File: src/rtl/key_matrix_scan_module.sv
// Keypad matrix reader: strobe-paced active-low column scan, per-scan key
// classification, whole-scan debounce and single-key press reporting.
module key_matrix_scan_module #(
    parameter int ROWS     = 4,
    parameter int COLS     = 4,
    parameter int DEBOUNCE = 3,
    parameter int CODE_W   = 4
) (
    input  logic              clk_i,
    input  logic              rst_i,
    input  logic              p1pps,
    input  logic [ROWS-1:0]   row_i,
    output logic [COLS-1:0]   column_o,
    output logic [CODE_W-1:0] key_code_o,
    output logic              key_valid_o,
    output logic              key_pressed_o,
    output logic              multi_o
);
    localparam int CIDX_W = (COLS > 1) ? $clog2(COLS) : 1;
    localparam int DEB_W  = $clog2(DEBOUNCE + 1);
    localparam logic [CIDX_W-1:0] LAST_COL = CIDX_W'(COLS - 1);
    localparam logic [DEB_W-1:0]  DEB_MAX  = DEB_W'(DEBOUNCE);

    typedef enum logic [1:0] {CLS_NONE, CLS_SINGLE, CLS_MULTI} cls_e;
    typedef enum logic [1:0] {ST_RELEASED, ST_PRESSED, ST_MULTI} state_e;

    logic [ROWS-1:0]   row_meta_q, row_sync_q;
    logic [CIDX_W-1:0] col_idx_q, col_idx_d;
    logic [COLS-1:0]   column_q, column_d;
    logic [1:0]        acc_cnt_q, acc_cnt_d;
    logic [CODE_W-1:0] acc_code_q, acc_code_d;
    cls_e              prev_cls_q, prev_cls_d;
    logic [CODE_W-1:0] prev_code_q, prev_code_d;
    logic [DEB_W-1:0]  deb_cnt_q, deb_cnt_d;
    state_e            state_q, state_d;
    logic [CODE_W-1:0] key_code_q, key_code_d;
    logic              key_valid_q, key_valid_d;
    logic              key_pressed_q, key_pressed_d;
    logic              multi_q, multi_d;

    logic [1:0]        col_cnt, base_cnt, merged_cnt;
    logic [2:0]        sum_cnt;
    logic [CODE_W-1:0] col_code, merged_code;
    cls_e              scan_cls;
    logic              same_cls, accept;

    // Scan sampling, per-scan accumulation and whole-scan debounce.
    // NOTE: every always_comb output gets a default first so no latch is inferred.
    always_comb begin
        col_cnt  = 2'd0;
        col_code = '0;
        // Walk rows downwards so the lowest pressed row is the one kept.
        for (int r = ROWS - 1; r >= 0; r--) begin
            if (!row_sync_q[r]) begin
                col_code = CODE_W'(r * COLS + int'(col_idx_q));
                if (col_cnt != 2'd2) col_cnt = col_cnt + 2'd1;
            end
        end

        base_cnt   = (col_idx_q == '0) ? 2'd0 : acc_cnt_q;
        sum_cnt    = {1'b0, base_cnt} + {1'b0, col_cnt};
        merged_cnt = (sum_cnt >= 3'd2) ? 2'd2 : sum_cnt[1:0];
        if (base_cnt == 2'd0 || (col_cnt != 2'd0 && col_code < acc_code_q))
            merged_code = col_code;
        else
            merged_code = acc_code_q;

        case (merged_cnt)
            2'd0:    scan_cls = CLS_NONE;
            2'd1:    scan_cls = CLS_SINGLE;
            default: scan_cls = CLS_MULTI;
        endcase
        same_cls = (scan_cls == prev_cls_q) &&
                   (scan_cls != CLS_SINGLE || merged_code == prev_code_q);

        col_idx_d   = col_idx_q;
        acc_cnt_d   = acc_cnt_q;
        acc_code_d  = acc_code_q;
        prev_cls_d  = prev_cls_q;
        prev_code_d = prev_code_q;
        deb_cnt_d   = deb_cnt_q;
        accept      = 1'b0;

        if (p1pps) begin
            acc_cnt_d  = merged_cnt;
            acc_code_d = merged_code;
            col_idx_d  = (col_idx_q == LAST_COL) ? '0 : col_idx_q + CIDX_W'(1);
            if (col_idx_q == LAST_COL) begin
                if (same_cls) begin
                    if (deb_cnt_q != DEB_MAX) begin
                        deb_cnt_d = deb_cnt_q + DEB_W'(1);
                        accept    = (deb_cnt_d == DEB_MAX);
                    end
                end else begin
                    prev_cls_d  = scan_cls;
                    prev_code_d = merged_code;
                    deb_cnt_d   = DEB_W'(1);
                    accept      = (DEBOUNCE == 1);
                end
            end
        end

        column_d = ~(COLS'(1) << col_idx_d);
    end

    // Press/multi state machine; reacts to accepted classifications only.
    always_comb begin
        state_d       = state_q;
        key_code_d    = key_code_q;
        key_valid_d   = 1'b0;
        key_pressed_d = key_pressed_q;
        multi_d       = multi_q;
        if (accept) begin
            case (state_q)
                ST_RELEASED: begin
                    if (scan_cls == CLS_SINGLE) begin
                        key_code_d    = merged_code;
                        key_valid_d   = 1'b1;
                        key_pressed_d = 1'b1;
                        state_d       = ST_PRESSED;
                    end else if (scan_cls == CLS_MULTI) begin
                        multi_d = 1'b1;
                        state_d = ST_MULTI;
                    end
                end
                ST_PRESSED: begin
                    if (scan_cls == CLS_NONE) begin
                        key_pressed_d = 1'b0;
                        state_d       = ST_RELEASED;
                    end else if (scan_cls == CLS_MULTI || merged_code != key_code_q) begin
                        key_pressed_d = 1'b0;
                        multi_d       = 1'b1;
                        state_d       = ST_MULTI;
                    end
                end
                ST_MULTI: begin
                    if (scan_cls == CLS_NONE) begin
                        multi_d = 1'b0;
                        state_d = ST_RELEASED;
                    end
                end
                default: state_d = ST_RELEASED;
            endcase
        end
    end

    // NOTE: state registers use non-blocking assignments only; synchronizer
    // resets to all-ones so no key appears pressed right after reset.
    always_ff @(posedge clk_i or negedge rst_i) begin
        if (!rst_i) begin
            row_meta_q    <= '1;
            row_sync_q    <= '1;
            col_idx_q     <= '0;
            column_q      <= '1;
            acc_cnt_q     <= 2'd0;
            acc_code_q    <= '0;
            prev_cls_q    <= CLS_NONE;
            prev_code_q   <= '0;
            deb_cnt_q     <= '0;
            state_q       <= ST_RELEASED;
            key_code_q    <= '0;
            key_valid_q   <= 1'b0;
            key_pressed_q <= 1'b0;
            multi_q       <= 1'b0;
        end else begin
            row_meta_q    <= row_i;
            row_sync_q    <= row_meta_q;
            col_idx_q     <= col_idx_d;
            column_q      <= column_d;
            acc_cnt_q     <= acc_cnt_d;
            acc_code_q    <= acc_code_d;
            prev_cls_q    <= prev_cls_d;
            prev_code_q   <= prev_code_d;
            deb_cnt_q     <= deb_cnt_d;
            state_q       <= state_d;
            key_code_q    <= key_code_d;
            key_valid_q   <= key_valid_d;
            key_pressed_q <= key_pressed_d;
            multi_q       <= multi_d;
        end
    end

    assign column_o      = column_q;
    assign key_code_o    = key_code_q;
    assign key_valid_o   = key_valid_q;
    assign key_pressed_o = key_pressed_q;
    assign multi_o       = multi_q;

endmodule

File: config.mk
export PLATFORM = sky130hd
export DESIGN_NAME = key_matrix_scan_module
export DESIGN_NICKNAME = d
export VERILOG_FILES = /design/src/rtl/key_matrix_scan_module.sv
export SDC_FILE = /design/constraint.sdc
export NUM_CORES = 1
export LEC_CHECK = 0
export ABC_AREA = 0
export BUFFER_PORTS_ARGS = -buffer_cell sky130_fd_sc_hd__buf_2
export CORE_MARGIN = 1
export CORE_UTILIZATION = 45
export DETAILED_ROUTE_END_ITERATION = 8
export HOLD_SLACK_MARGIN = 0.03
export MAX_ROUTING_LAYER = met4
export PLACE_DENSITY = 0.71
export SETUP_SLACK_MARGIN = 0.15
export SLEW_MARGIN = 20
export SYNTH_ARGS = -nofsm -noshare
export SYNTH_HDL_FRONTEND = slang
export SYNTH_SLANG_ARGS = --single-unit
File: constraint.sdc
create_clock -name clk_i -period 4.2 [get_ports clk_i]
set_input_delay 0.21 -clock clk_i [delete_from_list [all_inputs] [get_ports clk_i]]
set_output_delay 0.21 -clock clk_i [all_outputs]
set_load 0.05 [all_outputs]
==> impl_metrics.yaml <==
timing:
  fmax_ghz: 0.258
  min_period_ns: 3.87
  timing.slew.headroom_pct: 47.4
  slew_violations: 0
  fin_ws_ns: 0.329
  clock_skew_ns: 0.00590
  finalSetupTns_ns: 0
  grt_setup_unrepaired: "false"
  final_hold_viol_count: 0
  timing.final.crit_share_pct: 92.2
  final-setup-viol-count: 0
  tightest_slew_ns: 0.789
worst_setup_path:
  slowest_delay_ns: 0.60
  path_common_cell: "ha_1"
  path_cells: "inv_1 -> ha_1 -> mux2i_1 -> ha_1 -> nor2_1 -> a21oi_1 -> ha_1 -> inv_1 -> fa_2 -> nand2_4 -> o31ai_2 -> nand4_1 -> buf_4 -> nor4_4 -> buf_4 -> mux2_1"
  cp_slowest_cell: "fa_2"
  critical_path_class: "flop to flop"
  start_kind: "flop"
  setup.worst_path.end_class: "flop"
  crit_fanout: 10
  cp.required_ns: 4.37
  crit_family: "adder cells"
  crit_buf_inv: 4
  cp_data_arrival_time_ns: 4.04
synth:
  synth_fp_nets: 234
  synth-simple-area-share_pct: 15.4
  synth_edf_count: 0
  synth.distinct_cells: 49
  synth_top_family_by_area: "compound AO/OA/AOI/OAI gates"
  synthXorXnorAreaFrac_pct: 4.00
  async_flop_share_pct: 100
  ys_warn_count: 0
  synth_seq_cells: 37
  synth_compound_area_share_pct: 16.3
  synth_seq_area_share_pct: 42.9
  synthFlopType: "dfrtp_1"
  synthMuxAreaShare_pct: 8.11
  syn-instance-count: 213
  synth_fa_ha_area_share_pct: 8.34
  syn-cell-area_sq_mm: 0.00219
  avgSynthCellArea_sq_um: 10.3
global_route:
  grt_usage_pct: 18.8
  grt_pass1_vias: 1579
  grt_max_degree: 38
  grt_pass1_wl_um: 7120
  grt_overflow: 0
  grt_antenna_before_repair: 0
finish:
  nets: 269
  syn2layout_area_growth_pct: 16.8
  diodes: 0
  final_util_pct: 54.6
  drive_above_1_share_pct: 26.1
clock_network:
  cts_tree: "built"
  clkLatencyLatePin_ns: 0.29
  root_buffer: "clkbuf_8"
  cts_made_buffers: 5
  clock_path_buffers: 2
  h-tree-depth: 2
  path_clk_slew_ns: 0.07
  cts_sinks: 37
power_and_ir_drop:
  pwr-share-seq_pct: 32.8
  power.internal_uw: 971
  power.leakage_uw: 0.00118
  sw_frac_of_total_pct: 44.2
  clockPowerShare_pct: 14.7
  ir_drop_mv: 0.389
  power_frac_comb_pct: 52.5
  power_switching_uw: 769
  p_per_area_mw_per_mm2: 680
floorplan:
  core-area_sq_mm: 0.00469
  die_h_um: 71.8
  die_area_sq_mm: 0.00515
  io_pins: 18
  row_count: 25
  start_util_pct: 46.7
  dieWidth_um: 71.8
route:
  wire_per_inst_um: 14.3
  viasPerCell: 5.48
  first_iter_violations: 107
  ant_nets: 0
  vias: 1660
  dr.pass1.iters: 4
  drc: 0
  wl_um: 4350
outcome:
  status: "finished clean"
hold_path:
  min_path_type: "input port to flop"
place:
  dpl.hpwl_um: 3040
  port_buffers: 17
  dp_slack_ns: 0.177
  place_congestion: 0.794
job:
  maxCapViolCount: 0
-- cells in the final DEF (no fill, tap or decap), types with 8 or more instances in the layout --
cell type,Yosys,routed
buf_2,1,17
nor2_1,8,8
nand2_1,21,20
ha_1,13,13
buf_4,2,10
a21oi_1,13,13
dfrtp_1,25,25
dfstp_2,12,12
o21ai_0,12,12
inv_1,20,20
-- kinds of logic after synthesis --
kind of cell / after synthesis
xor+xnor: 10
mux: 15
fa+ha+maj: 14
flops: 37
compound gates: 52
buf+inv: 24
simple gates: 61
-- sequential cells by signal (all words and copies together), names as in the netlist --
name,cells
acc_code_q,4
prev_code_q,4
row_meta_q,4
key_valid_o,1
row_sync_q,4
key_pressed_o,1
multi_o,1
col_idx_q,2
acc_cnt_q,2
key_code_o,4
deb_cnt_q,2
state_q,2
column_o,4
prev_cls_q,2
-- power by group through the flow --
stage          Clock [uW]  Combinational (uW)  Sequential, uW
3_5_place_dp            0                 850             575
4_1_cts               264                 858             570
5_1_grt               275                1010             589
6_report              256                 913             571
2_1_floorplan           0                 611             632
3_3_place_gp            0                 839             572
-- worst register-to-register path: stages, from the launching register on --
cell,delay [ns]
dfstp_2,0.56
inv_1,0.06
ha_1,0.28
mux2i_1,0.20
ha_1,0.18
nor2_1,0.05
a21oi_1,0.12
ha_1,0.16
inv_1,0.06
fa_2,0.60
nand2_4,0.11
o31ai_2,0.18
nand4_1,0.24
buf_4,0.23
nor4_4,0.23
buf_4,0.18
mux2_1,0.32
-- stage by stage --
step	cells	power (uW)	hold WS [ns]	instance area, sq um
after detailed placement	282	1420	0.316	2330
after floorplan	213	1240	-0.0856	2190
after CTS	295	1690	0.276	2470
final	303	1740	0.291	2560
after global placement	282	1410	0.317	2330
after global routing	303	1870	0.305	2560
-- cell usage after synthesis, types with 2 or more instances --
master | number | area share [%]
a21boi_0 | 2 | 0.69
xor2_1 | 7 | 2.8
nand2b_1 | 3 | 0.86
inv_1 | 20 | 3.4
nand2_1 | 21 | 3.6
o21ai_0 | 12 | 2.7
a21oi_1 | 13 | 3.0
dfrtp_1 | 25 | 29
ha_1 | 13 | 7.4
a211oi_1 | 7 | 2.4
buf_4 | 2 | 0.69
a221oi_1 | 2 | 0.80
a21o_1 | 2 | 0.69
dfstp_2 | 12 | 14
nor3_1 | 3 | 0.69
or2_2 | 3 | 0.86
nand3b_1 | 2 | 0.69
xnor2_1 | 3 | 1.2
nand4_1 | 3 | 0.86
nand3_1 | 5 | 1.1
mux2_4 | 4 | 2.7
nor2_1 | 8 | 1.4
mux2_1 | 4 | 2.1
o31ai_1 | 2 | 0.69
mux2i_1 | 5 | 2.3
mux2_2 | 2 | 1.0
or3_1 | 3 | 0.86
a311o_1 | 2 | 0.91
o21bai_1 | 2 | 0.69
nor3b_1 | 2 | 0.69
-- routing by layer --
metal  GRT usage, %  wire, um  vias up
li1               -         -      828
met1           23.2      2120      799
met2           28.8      2000       27
met3           6.19       161        6
met4           6.75        65        0
met5              -         0        -
-- final timing paths --
kind / end / cells past startpoint / start / slack, ns
max: key_code_o[2]$_DFFE_PN0P_ / 16 / row_sync_q[3]$_DFF_PN1_ / 0.33
min: acc_cnt_q[0]$_DFFE_PN0P_ / 2 / p1pps / 0.29
max reg2reg: key_code_o[2]$_DFFE_PN0P_ / 16 / row_sync_q[3]$_DFF_PN1_ / 0.33
min reg2reg: row_sync_q[3]$_DFF_PN1_ / 0 / row_meta_q[3]$_DFF_PN1_ / 0.36
max in group asynchronous: deb_cnt_q[0]$_DFFE_PN0P_ / 2 / rst_i / 3.16
min in group asynchronous: acc_cnt_q[1]$_DFFE_PN0P_ / 2 / rst_i / 0.54
-- repair_timing --
action	4_1_cts	5_1_grt
hold endpoints to repair	29	0
resized for setup	0	7
setup endpoints to repair	1	8
setup buffers	0	8
hold buffers	5	0
pin swaps	1	4
-- layout make-up --
class	count	area (sq um)
clock buffers	8	90.1
fillers	432	2130
inverters	20	75.1
multi-input cells	152	1180
flip-flops and latches	37	941
well taps	54	67.6
repair buffers	32	210
Power figures use the tool's default switching activity.
